**src/rtl/clint_if.sv**
```systemverilog
// clint_if: single-outstanding request/response port of the core-local interruptor.
// The master holds creq_* stable until it sees the one-cycle cresp_ready pulse.
interface clint_if;
    logic        creq_valid;
    logic [31:0] creq_addr;
    logic        creq_write;
    logic [7:0]  creq_strobe;
    logic [63:0] creq_data;
    logic        cresp_ready;
    logic [63:0] cresp_data;

    modport master (
        output creq_valid, creq_addr, creq_write, creq_strobe, creq_data,
        input  cresp_ready, cresp_data
    );

    modport slave (
        input  creq_valid, creq_addr, creq_write, creq_strobe, creq_data,
        output cresp_ready, cresp_data
    );
endinterface

```
**src/rtl/clint.sv**
```systemverilog
// clint: machine timer (mtime/mtimecmp) and software interrupt (msip) behind an MMIO port.
// Define CLINT_PRESCALE_EN to tick mtime once every TICK_DIV cycles instead of every cycle.
module clint #(
    parameter logic [31:0] BASE     = 32'h0200_0000,
    parameter int unsigned TICK_DIV = 16
) (
    input  logic   clk,
    input  logic   reset,
    clint_if.slave bus,
    output logic   trint,
    output logic   swint
);
    localparam logic [31:0] OFF_MSIP     = 32'h0000_0000;
    localparam logic [31:0] OFF_MTIMECMP = 32'h0000_4000;
    localparam logic [31:0] OFF_MTIME    = 32'h0000_BFF8;

    typedef enum logic {IDLE, RESP} state_t;

    if (TICK_DIV < 1 || TICK_DIV > 65535) begin : g_bad_tick_div
        $error("clint: TICK_DIV must be within 1..65535");
    end

    state_t      r_state;
    state_t      w_next_state;
    logic        w_cresp_ready;
    logic [63:0] r_mtime;
    logic [63:0] r_mtimecmp;
    logic        r_msip;
    logic [63:0] r_resp_data;
    logic [63:0] w_rd_data;
    logic [31:0] w_word_off;
    logic        w_accept;
    logic        w_sel_msip;
    logic        w_sel_cmp;
    logic        w_sel_time;
    logic        w_wr;
    logic        w_tick;

    function automatic logic [63:0] f_merge(input logic [63:0] old_v,
                                            input logic [63:0] new_v,
                                            input logic [7:0]  strb);
        logic [63:0] res;
        res = old_v;
        for (int i = 0; i < 8; i++) begin
            if (strb[i]) res[8*i +: 8] = new_v[8*i +: 8];
        end
        return res;
    endfunction

    // Offsets below BASE wrap to huge values and decode as unmapped.
    assign w_word_off = (bus.creq_addr - BASE) & ~32'h7;
    assign w_sel_msip = (w_word_off == OFF_MSIP);
    assign w_sel_cmp  = (w_word_off == OFF_MTIMECMP);
    assign w_sel_time = (w_word_off == OFF_MTIME);
    assign w_accept   = (r_state == IDLE) && bus.creq_valid;
    assign w_wr       = w_accept && bus.creq_write;

`ifdef CLINT_PRESCALE_EN
    logic [15:0] r_presc;

    always_ff @(posedge clk or posedge reset) begin
        if (reset)       r_presc <= '0;
        else if (w_tick) r_presc <= '0;
        else             r_presc <= r_presc + 16'd1;
    end

    assign w_tick = (r_presc == 16'(TICK_DIV - 1));
`else
    assign w_tick = 1'b1;
`endif

    always_ff @(posedge clk or posedge reset) begin
        if (reset) r_state <= IDLE;
        else       r_state <= w_next_state;
    end

    always_comb begin
        // NOTE: every output of this block gets a default first, so no path can infer a latch.
        w_next_state  = r_state;
        w_cresp_ready = 1'b0;
        case (r_state)
            IDLE: if (bus.creq_valid) w_next_state = RESP;
            RESP: begin
                w_cresp_ready = 1'b1;
                w_next_state  = IDLE;
            end
        endcase
    end

    always_comb begin
        w_rd_data = '0;
        if (w_sel_msip)      w_rd_data = {63'd0, r_msip};
        else if (w_sel_cmp)  w_rd_data = r_mtimecmp;
        else if (w_sel_time) w_rd_data = r_mtime;
    end

    always_ff @(posedge clk or posedge reset) begin
        // NOTE: non-blocking throughout, so reads and merges see the pre-edge register values.
        if (reset) begin
            r_mtime     <= '0;
            r_mtimecmp  <= '1;
            r_msip      <= 1'b0;
            r_resp_data <= '0;
        end else begin
            if (w_accept) r_resp_data <= w_rd_data;
            // A software write beats a same-edge tick; unwritten bytes hold without incrementing.
            if (w_wr && w_sel_time) r_mtime <= f_merge(r_mtime, bus.creq_data, bus.creq_strobe);
            else if (w_tick)        r_mtime <= r_mtime + 64'd1;
            if (w_wr && w_sel_cmp)  r_mtimecmp <= f_merge(r_mtimecmp, bus.creq_data, bus.creq_strobe);
            if (w_wr && w_sel_msip && bus.creq_strobe[0]) r_msip <= bus.creq_data[0];
        end
    end

    assign bus.cresp_ready = w_cresp_ready;
    assign bus.cresp_data  = r_resp_data;
    assign trint           = (r_mtime >= r_mtimecmp);
    assign swint           = r_msip;
endmodule

```
**src/flat_wrapper.sv**
```systemverilog
// flat-port wrapper written by rule: the top's interface ports become plain ports
module clint_flat 
#(
    parameter logic [31:0] BASE     = 32'h0200_0000,
    parameter int unsigned TICK_DIV = 16
)
  (clk, reset, trint, swint, bus_creq_valid, bus_creq_addr, bus_creq_write, bus_creq_strobe, bus_creq_data, bus_cresp_ready, bus_cresp_data);
  clint_if bus_i ();
  input  logic clk;
  input  logic reset;
  output logic trint;
  output logic swint;
  input wire logic [$bits(bus_i.creq_valid)-1:0] bus_creq_valid;
  input wire logic [$bits(bus_i.creq_addr)-1:0] bus_creq_addr;
  input wire logic [$bits(bus_i.creq_write)-1:0] bus_creq_write;
  input wire logic [$bits(bus_i.creq_strobe)-1:0] bus_creq_strobe;
  input wire logic [$bits(bus_i.creq_data)-1:0] bus_creq_data;
  output wire logic [$bits(bus_i.cresp_ready)-1:0] bus_cresp_ready;
  output wire logic [$bits(bus_i.cresp_data)-1:0] bus_cresp_data;
  assign bus_i.creq_valid = bus_creq_valid;
  assign bus_i.creq_addr = bus_creq_addr;
  assign bus_i.creq_write = bus_creq_write;
  assign bus_i.creq_strobe = bus_creq_strobe;
  assign bus_i.creq_data = bus_creq_data;
  assign bus_cresp_ready = bus_i.cresp_ready;
  assign bus_cresp_data = bus_i.cresp_data;
  clint #(.BASE(BASE), .TICK_DIV(TICK_DIV)) u_core (.clk(clk), .reset(reset), .bus(bus_i), .trint(trint), .swint(swint));
endmodule
```
**config.mk**
```make
export PLATFORM = sky130hd
export DESIGN_NAME = clint_flat
export DESIGN_NICKNAME = d
export VERILOG_FILES = /design/src/rtl/clint_if.sv /design/src/rtl/clint.sv /design/src/flat_wrapper.sv
export SDC_FILE = /design/constraint.sdc
export NUM_CORES = 1
export LEC_CHECK = 0
export ABC_AREA = 1
export ABC_CLOCK_PERIOD_IN_PS = 8600
export CORE_MARGIN = 2
export CORE_UTILIZATION = 55
export DETAILED_ROUTE_END_ITERATION = 10
export PLACE_DENSITY_LB_ADDON = 0.2
export SETUP_SLACK_MARGIN = 0.1
export SLEW_MARGIN = 20
export SYNTH_ARGS = -nofsm -noshare
export SYNTH_HDL_FRONTEND = slang
export SYNTH_SLANG_ARGS = --single-unit
```
**constraint.sdc**
```tcl
create_clock -name clk -period 8.6 [get_ports clk]
set_input_delay 1.72 -clock clk [delete_from_list [all_inputs] [get_ports clk]]
set_output_delay 1.72 -clock clk [all_outputs]
set_load 0.1 [all_outputs]
```
==> results of run 1 <==
final cells by class:
type,count,share of cell area (%)
inverter,202,4.92
multi-input combinational,1536,46.1
timing repair buffer,177,11.2
clock buffer,20,2.92
tap,319,2.55
sequential,194,31.5
clock inverter,12,0.727
Yosys cell counts:
master	count	area share (%)
and2_1	3	0.14
buf_2	25	0.95
buf_6	3	0.26
nand4_4	1	0.16
nand4_1	25	1.2
or2_2	4	0.19
nor2_2	18	0.85
nand2_1	837	24
nor4_1	1	0.047
o21ai_0	92	3.5
dfrtp_1	130	25
nand3b_1	1	0.057
a21o_1	1	0.057
nor2_1	159	4.5
inv_4	1	0.047
nand2_4	2	0.17
inv_1	193	5.5
nand2_2	9	0.43
nor3_1	7	0.26
o21a_1	3	0.17
clkbuf_1	25	0.71
xnor2_1	5	0.33
nand3_1	146	5.5
buf_1	1	0.028
o21ai_1	30	1.1
xor2_1	16	1.1
inv_2	8	0.23
dfstp_2	64	13
buf_4	7	0.40
nor3_2	2	0.15
ha_1	65	6.1
a21oi_1	95	3.6
nor2_4	14	1.2
stage by stage:
stage               area, sq um  util (%)
floorplan                 13200         -
global placement          15100      64.1
detailed placement        15100      64.1
CTS                       15700      66.5
global route              15700      66.5
finish                    15700      66.5
worst min-delay path, stage by stage (launching register included):
cell and delay (ps):
dfstp_2 370, nand2_1 50, nand2_1 40
flip-flops by register name (all words and copies together), names as in the netlist:
register	count
u_core.bus.cresp_data	64
u_core.r_mtime	64
u_core.swint	1
u_core.r_mtimecmp	64
u_core.r_state	1
cell usage in the layout, fill, tap and decap left out, types with 2 or more instances in the layout:
master           count
a21oi_1             95
nand3_1            146
and2_1               3
or2_2                4
o21ai_1             30
nor3_2               2
xor2_1              16
buf_4                6
ha_1                65
clkinv_4             6
dfrtp_1            130
o21ai_0             92
dfstp_2             64
clkbuf_16           17
clkdlybuf4s50_1    171
nor2_1             158
xnor2_1              5
nand2_1            837
o21a_1               3
nand2_2              9
nand2_4              2
nand4_1             25
nor2_2              19
nor2_4              14
inv_2                7
clkbuf_8             2
nor3_1               7
inv_8                5
inv_1              192
worst max-delay path by stage:
stage,endpoint,slack (ps),depth (start not counted)
after floorplan,u_core.bus.cresp_data[0],1700,1
after CTS,trint,3180,9
after global placement,trint,3700,9
after global routing,trint,3070,9
final,trint,3170,9
after detailed placement,u_core.r_mtimecmp[0],3630,11
cell families (layout without fill, tap and decap cells):
group	count (synthesis)	count (layout)	share of synthesized area, %
buf+inv	263	411	8.09
compound gates	221	221	8.44
xor+xnor	21	21	1.39
simple gates	1229	1229	38.6
flops	194	194	37.3
fa+ha+maj	65	65	6.15
layer usage:
metal / routed length, microns / global-route usage (%) / vias up
met3: 3700 / 5.73 / 85
met2: 19200 / 54.2 / 644
met5: 0 / 0 / -
li1: - / - / 6564
met1: 18600 / 47.5 / 6352
met4: 1120 / 10.7 / 0
where the power goes:
group          internal (mW)  switching [mW]  leakage, nW
registers              0.914        0.000581         2.24
logic                 0.0559          0.0792         5.30
clock network          0.398           0.400        0.279
==> impl_results.md, run 1 <==
- Detailed Route WL: 42700 microns
- Final hold vios: 0
- H-tree depth: 4
- Largest fanout on the critical path: 2
- Mapped Cells: 1993
- Syn Area/Cell: approximately 6.6 sq um
- Detailed Routing Iterations Pass 1: 7
- WP buf/inv: 2
- Crit path kind: reg2out
- Power Total: 1.85 mW
- Max VDD drop: 0.0000808 V
- Mapped cell area: 13200 sq um
- Fin cells: 2460
- Yosys warns: 0
- Avg WL per Cell: 17.3 microns
- Clock latency on the worst-skew pair: 450 ps
- Vias in the first global route: approximately 13k
- Vias: 13.6k
- Syn nets: roughly 2.2k
- Arrival @ worst endpoint: 3710 ps
- PostCTS Resize Cnt: 0
- Setup bufs post-CTS: 0
- Pwr dens: 118 nW/um^2
- Sequential share of the synthesized area: 37.3%
- GRT Resource Usage Total: approximately a third
- Slew Limit Fails: 0
- Final Setup Violations: 0
- Layout Skew: between 15 and 20 ps
- First-pass GRT wire length: 69000 microns
- Critical-path cell list: inv_1 -> ha_1 -> nand2_1 -> nor3_1 -> nand3b_1 -> nor2_1 -> nand4_1 -> nand3_1 -> clkdlybuf4s50_1
- Critical Path Source Type: flip-flop
- Clock sink total: 194
- # fillers: 2115
- Max Fclk: around 180 MHz
- DR iter-0 viols: 1323
- Setup Total Neg Slack: 0 ps
- Hold Crit Class: reg2reg
- Antenna viol nets, final: 0
- Antenna violations before repair: 0
- Total CTS buffers: 17
- Worst-case reg-to-reg path depth: 8
- GP Congestion: 1.01
- ANT cells: 0
- PnR worst setup slack: 3170 ps
- Vias per std cell: 5.55
- DP HPWL: 31600 microns
- Core Rows: 56
- Drt drc: 0
- Worst Max-Slew Pin Slew: 991 ps
- IO Port Bufs: around 170
- Max stage delay on crit path: 1140 ps
- FF+latch count, synth: 194
- Max-cap viol count: 0
- R2R setup slack: 5580 ps
- CTS tree: done
- Reg2reg end: u_core.r_mtime[18]
- Outcome: finished clean
- Top delay family on crit path: simple AND/OR/NAND/NOR gates
- # nets final: 2301
- Multi-input logic area: 7220 sq um
- Worst Setup Slack post-DPL: between 3000 and 4000 ps
- GR Overflow Total: 0
- Register clock-pin slew on the reported worst setup and hold paths: around 80 ps
- Cts hold-fix bufs: 0
- RSZ-0062 raised after global routing: no
- CP Capture Type: output port
- Crit path from: u_core.r_mtimecmp[45]
- IO Pins: ~180
- CP required: 6880 ps
- Library cells used by synthesis: 33
- Leakage: between 7 and 8 nW
- Final min period: 5430 ps
- Root buffer cell: clkbuf_16
- Hold path cells: 2
- Slowest cell on the critical path: clkdlybuf4s50_1
- Relative slew margins: 33.7%
- Starting density of the core: between 50% and 60%
- Hold Crit Start: u_core.r_mtimecmp[32]
- Bufs on Longest Clock Path: 2
- Core area: ~24000 sq um
- Register area: 4930 sq um
- Die Y: 159 microns
- Chip width: ~160 microns
- Critical R2R Launch: u_core.r_state
- Largest net degree at the start of global routing: 120
- Hold Slack: 465 ps
- Die ar.: 25300 sq um
- Hold EP: u_core.r_mtimecmp[32]
- Tcrit/Tclk final: roughly 63%
- Share of layout cells above drive strength 1: 7.57%
- # placed instances: about 2.4k
- Area delta synth->final: 18.4%
Note: power is estimated with default switching activity, not from simulation.
==> run 2, diff against run 1 <==
- ABC_CLOCK_PERIOD_IN_PS: 8600 -> 5300
- clock period: 8.6 -> 5.3 ns (I/O delays scaled with it)
==> run 2 against run 1 <==
Combinational power up 64%; core utilization up 0.40 points; setup slack worse by 1800 ps; sequential share of layout area down 0.19 points; via count down 0.41%; first-iteration DRC count down 3.3%; highest routed layer unchanged.
==> impl_results.md, run 2 (synthesis results as in run 1) <==
- Largest net degree at the start of global routing: 113
- Starting density of the core: between 50% and 60%
- Leakage: 7.87 nW
- Final min period: 3940 ps
- CP required: 4240 ps
- IO Pins: 175
- Vias in the first global route: approximately 13k
- Antenna violations before repair: 0
- CTS tree: done
- Avg WL per Cell: 17.0 microns
- Max stage delay on crit path: 530 ps
- Critical-path cell list: inv_1 -> ha_1 -> nand4_1 -> nor3_1 -> nand3b_1 -> nor2_1 -> nand4_1 -> nand3_1 -> buf_4
- Die ar.: 25300 sq um
- Core area: 23500 sq um
- First-pass GRT wire length: 67500 microns
- Final Setup Violations: 0
- Bufs on Longest Clock Path: 2
- Drt drc: 0
- CP Capture Type: output port
- Tcrit/Tclk final: 74.3%
- Worst Max-Slew Pin Slew: 995 ps
- GRT Resource Usage Total: 33.2%
- Critical Path Source Type: flip-flop
- Register area: 4930 sq um
- # nets final: 2310
- Slowest cell on the critical path: dfstp_2
- Antenna viol nets, final: 0
- Clock sink total: a little under 200
- IO Port Bufs: 171
- Layout Skew: 12.4 ps
- GP Congestion: 1.03
- Register clock-pin slew on the reported worst setup and hold paths: 80 ps
- H-tree depth: 4
- # fillers: 2182
- Final Util: approximately two thirds
- Max Fclk: roughly 250 MHz
- Largest fanout on the critical path: 3
- WP buf/inv: 2
- Fin cells: about 2.5k
- Cell mode on critical path: nand4_1
- Max-cap viol count: 0
- Relative slew margins: 33.4%
- Most frequent cells in the layout: 837 x nand2_1, 192 x inv_1, 170 x clkdlybuf4s50_1
- Hold Crit Class: reg2reg
- # placed instances: 2437
- Core Rows: 56
- Setup Total Neg Slack: 0 ps
- Detailed Route WL: 42000 microns
- Setup bufs post-CTS: 0
- Multi-input logic area: 7220 sq um
- Max VDD drop: 0.000171 V
- Slew Limit Fails: 0
- Chip width: 159 microns
- Cts hold-fix bufs: 0
- DP HPWL: 31600 microns
- Vias per std cell: 5.50
- Final hold vios: 0
- Root buffer cell: clkbuf_16
- Share of layout cells above drive strength 1: just under 8%
- GR Overflow Total: 0
- Outcome: finished clean
- Detailed Routing Iterations Pass 1: 5
- Crit path kind: reg2out
- DR iter-0 viols: 1280
- RSZ-0062 raised after global routing: no
- Total CTS buffers: 17
- Pwr dens: 194 nW/um^2
- PostCTS Resize Cnt: 0
- Die Y: 159 microns
- Top delay family on crit path: simple AND/OR/NAND/NOR gates
- Clock latency on the worst-skew pair: ~450 ps
- Vias: 13.6k
- ANT cells: 0
- Most common library cell in the layout ignoring fill and taps: nand2_1
- Area delta synth->final: 19.1%
- Arrival @ worst endpoint: 2880 ps
run 2: changes by cell type in the layout (fill, tap and decap cells not counted):
cell             change
buf_12               +1
inv_6                +2
clkdlybuf4s50_1      -1
inv_8                -3
clkinv_2             +1
clkinv_4             -5
clkbuf_1             +1
bufinv_16            +2
clkbuf_8             -1
buf_4                +9
clkinvlp_4           +3
run 2: metal layers:
metal | vias up | GRT usage, % | part of all wire [%]
met4 | 0 | 11.0 | 2.7
met3 | 86 | 4.79 | 8.2
met2 | 591 | 52.2 | 45
li1 | 6572 | - | -
met1 | 6340 | 47.3 | 44
met5 | - | 0 | 0
run 2: stage by stage:
| stage | area [sq um] | hold slack (ps) | setup slack, ps | power [mW] |
|---|---|---|---|---|
| final | 15800 | 464 | 1360 | 3.06 |
| after global routing | 15800 | 469 | 1250 | 3.14 |
| after CTS | 15700 | 465 | 1410 | 3.06 |
| after detailed placement | 15200 | 453 | 1600 | 1.73 |
| after global placement | 15200 | 449 | 1640 | 1.73 |
| after floorplan | 13200 | 442 | 1790 | 1.61 |
run 2: worst min-delay path, cell delays in order, from the launching register on:
cell and delay [ps]:
dfstp_2 370, nand2_1 50, nand2_1 40
run 2: layout make-up:
| class | count | area share, % |
|---|---|---|
| Multi-Input combinational cell | 1536 | 45.9 |
| Sequential cell | 194 | 31.3 |
| Timing Repair Buffer | 186 | 11.6 |
| Inverter | 202 | 4.86 |
| Clock buffer | 20 | 2.84 |
| Tap cell | 319 | 2.53 |
| Clock inverter | 12 | 0.922 |
run 2: power by group:
| group | total, mW | internal (mW) | switching [mW] |
|---|---|---|---|
| Clock | 1.35 | 0.720 | 0.629 |
| Combinational | 0.222 | 0.0927 | 0.130 |
| Sequential | 1.48 | 1.48 | 0.00116 |
| Total | 3.06 | 2.30 | 0.760 |
run 2: final timing paths:
check                                            from                        end  slack [ps]  depth (start not counted)
worst max-delay path            u_core.r_mtimecmp[47]                      trint        1360                          9
worst max register to register      u_core.r_mtime[0]         u_core.r_mtime[60]        2570                         11
min in group asynchronous                       reset  u_core.bus.cresp_data[56]        1150                          3
worst min register to register  u_core.r_mtimecmp[32]      u_core.r_mtimecmp[32]         460                          2
max in group asynchronous                       reset         u_core.r_mtime[38]        3110                          4
worst min-delay path            u_core.r_mtimecmp[32]      u_core.r_mtimecmp[32]         460                          2
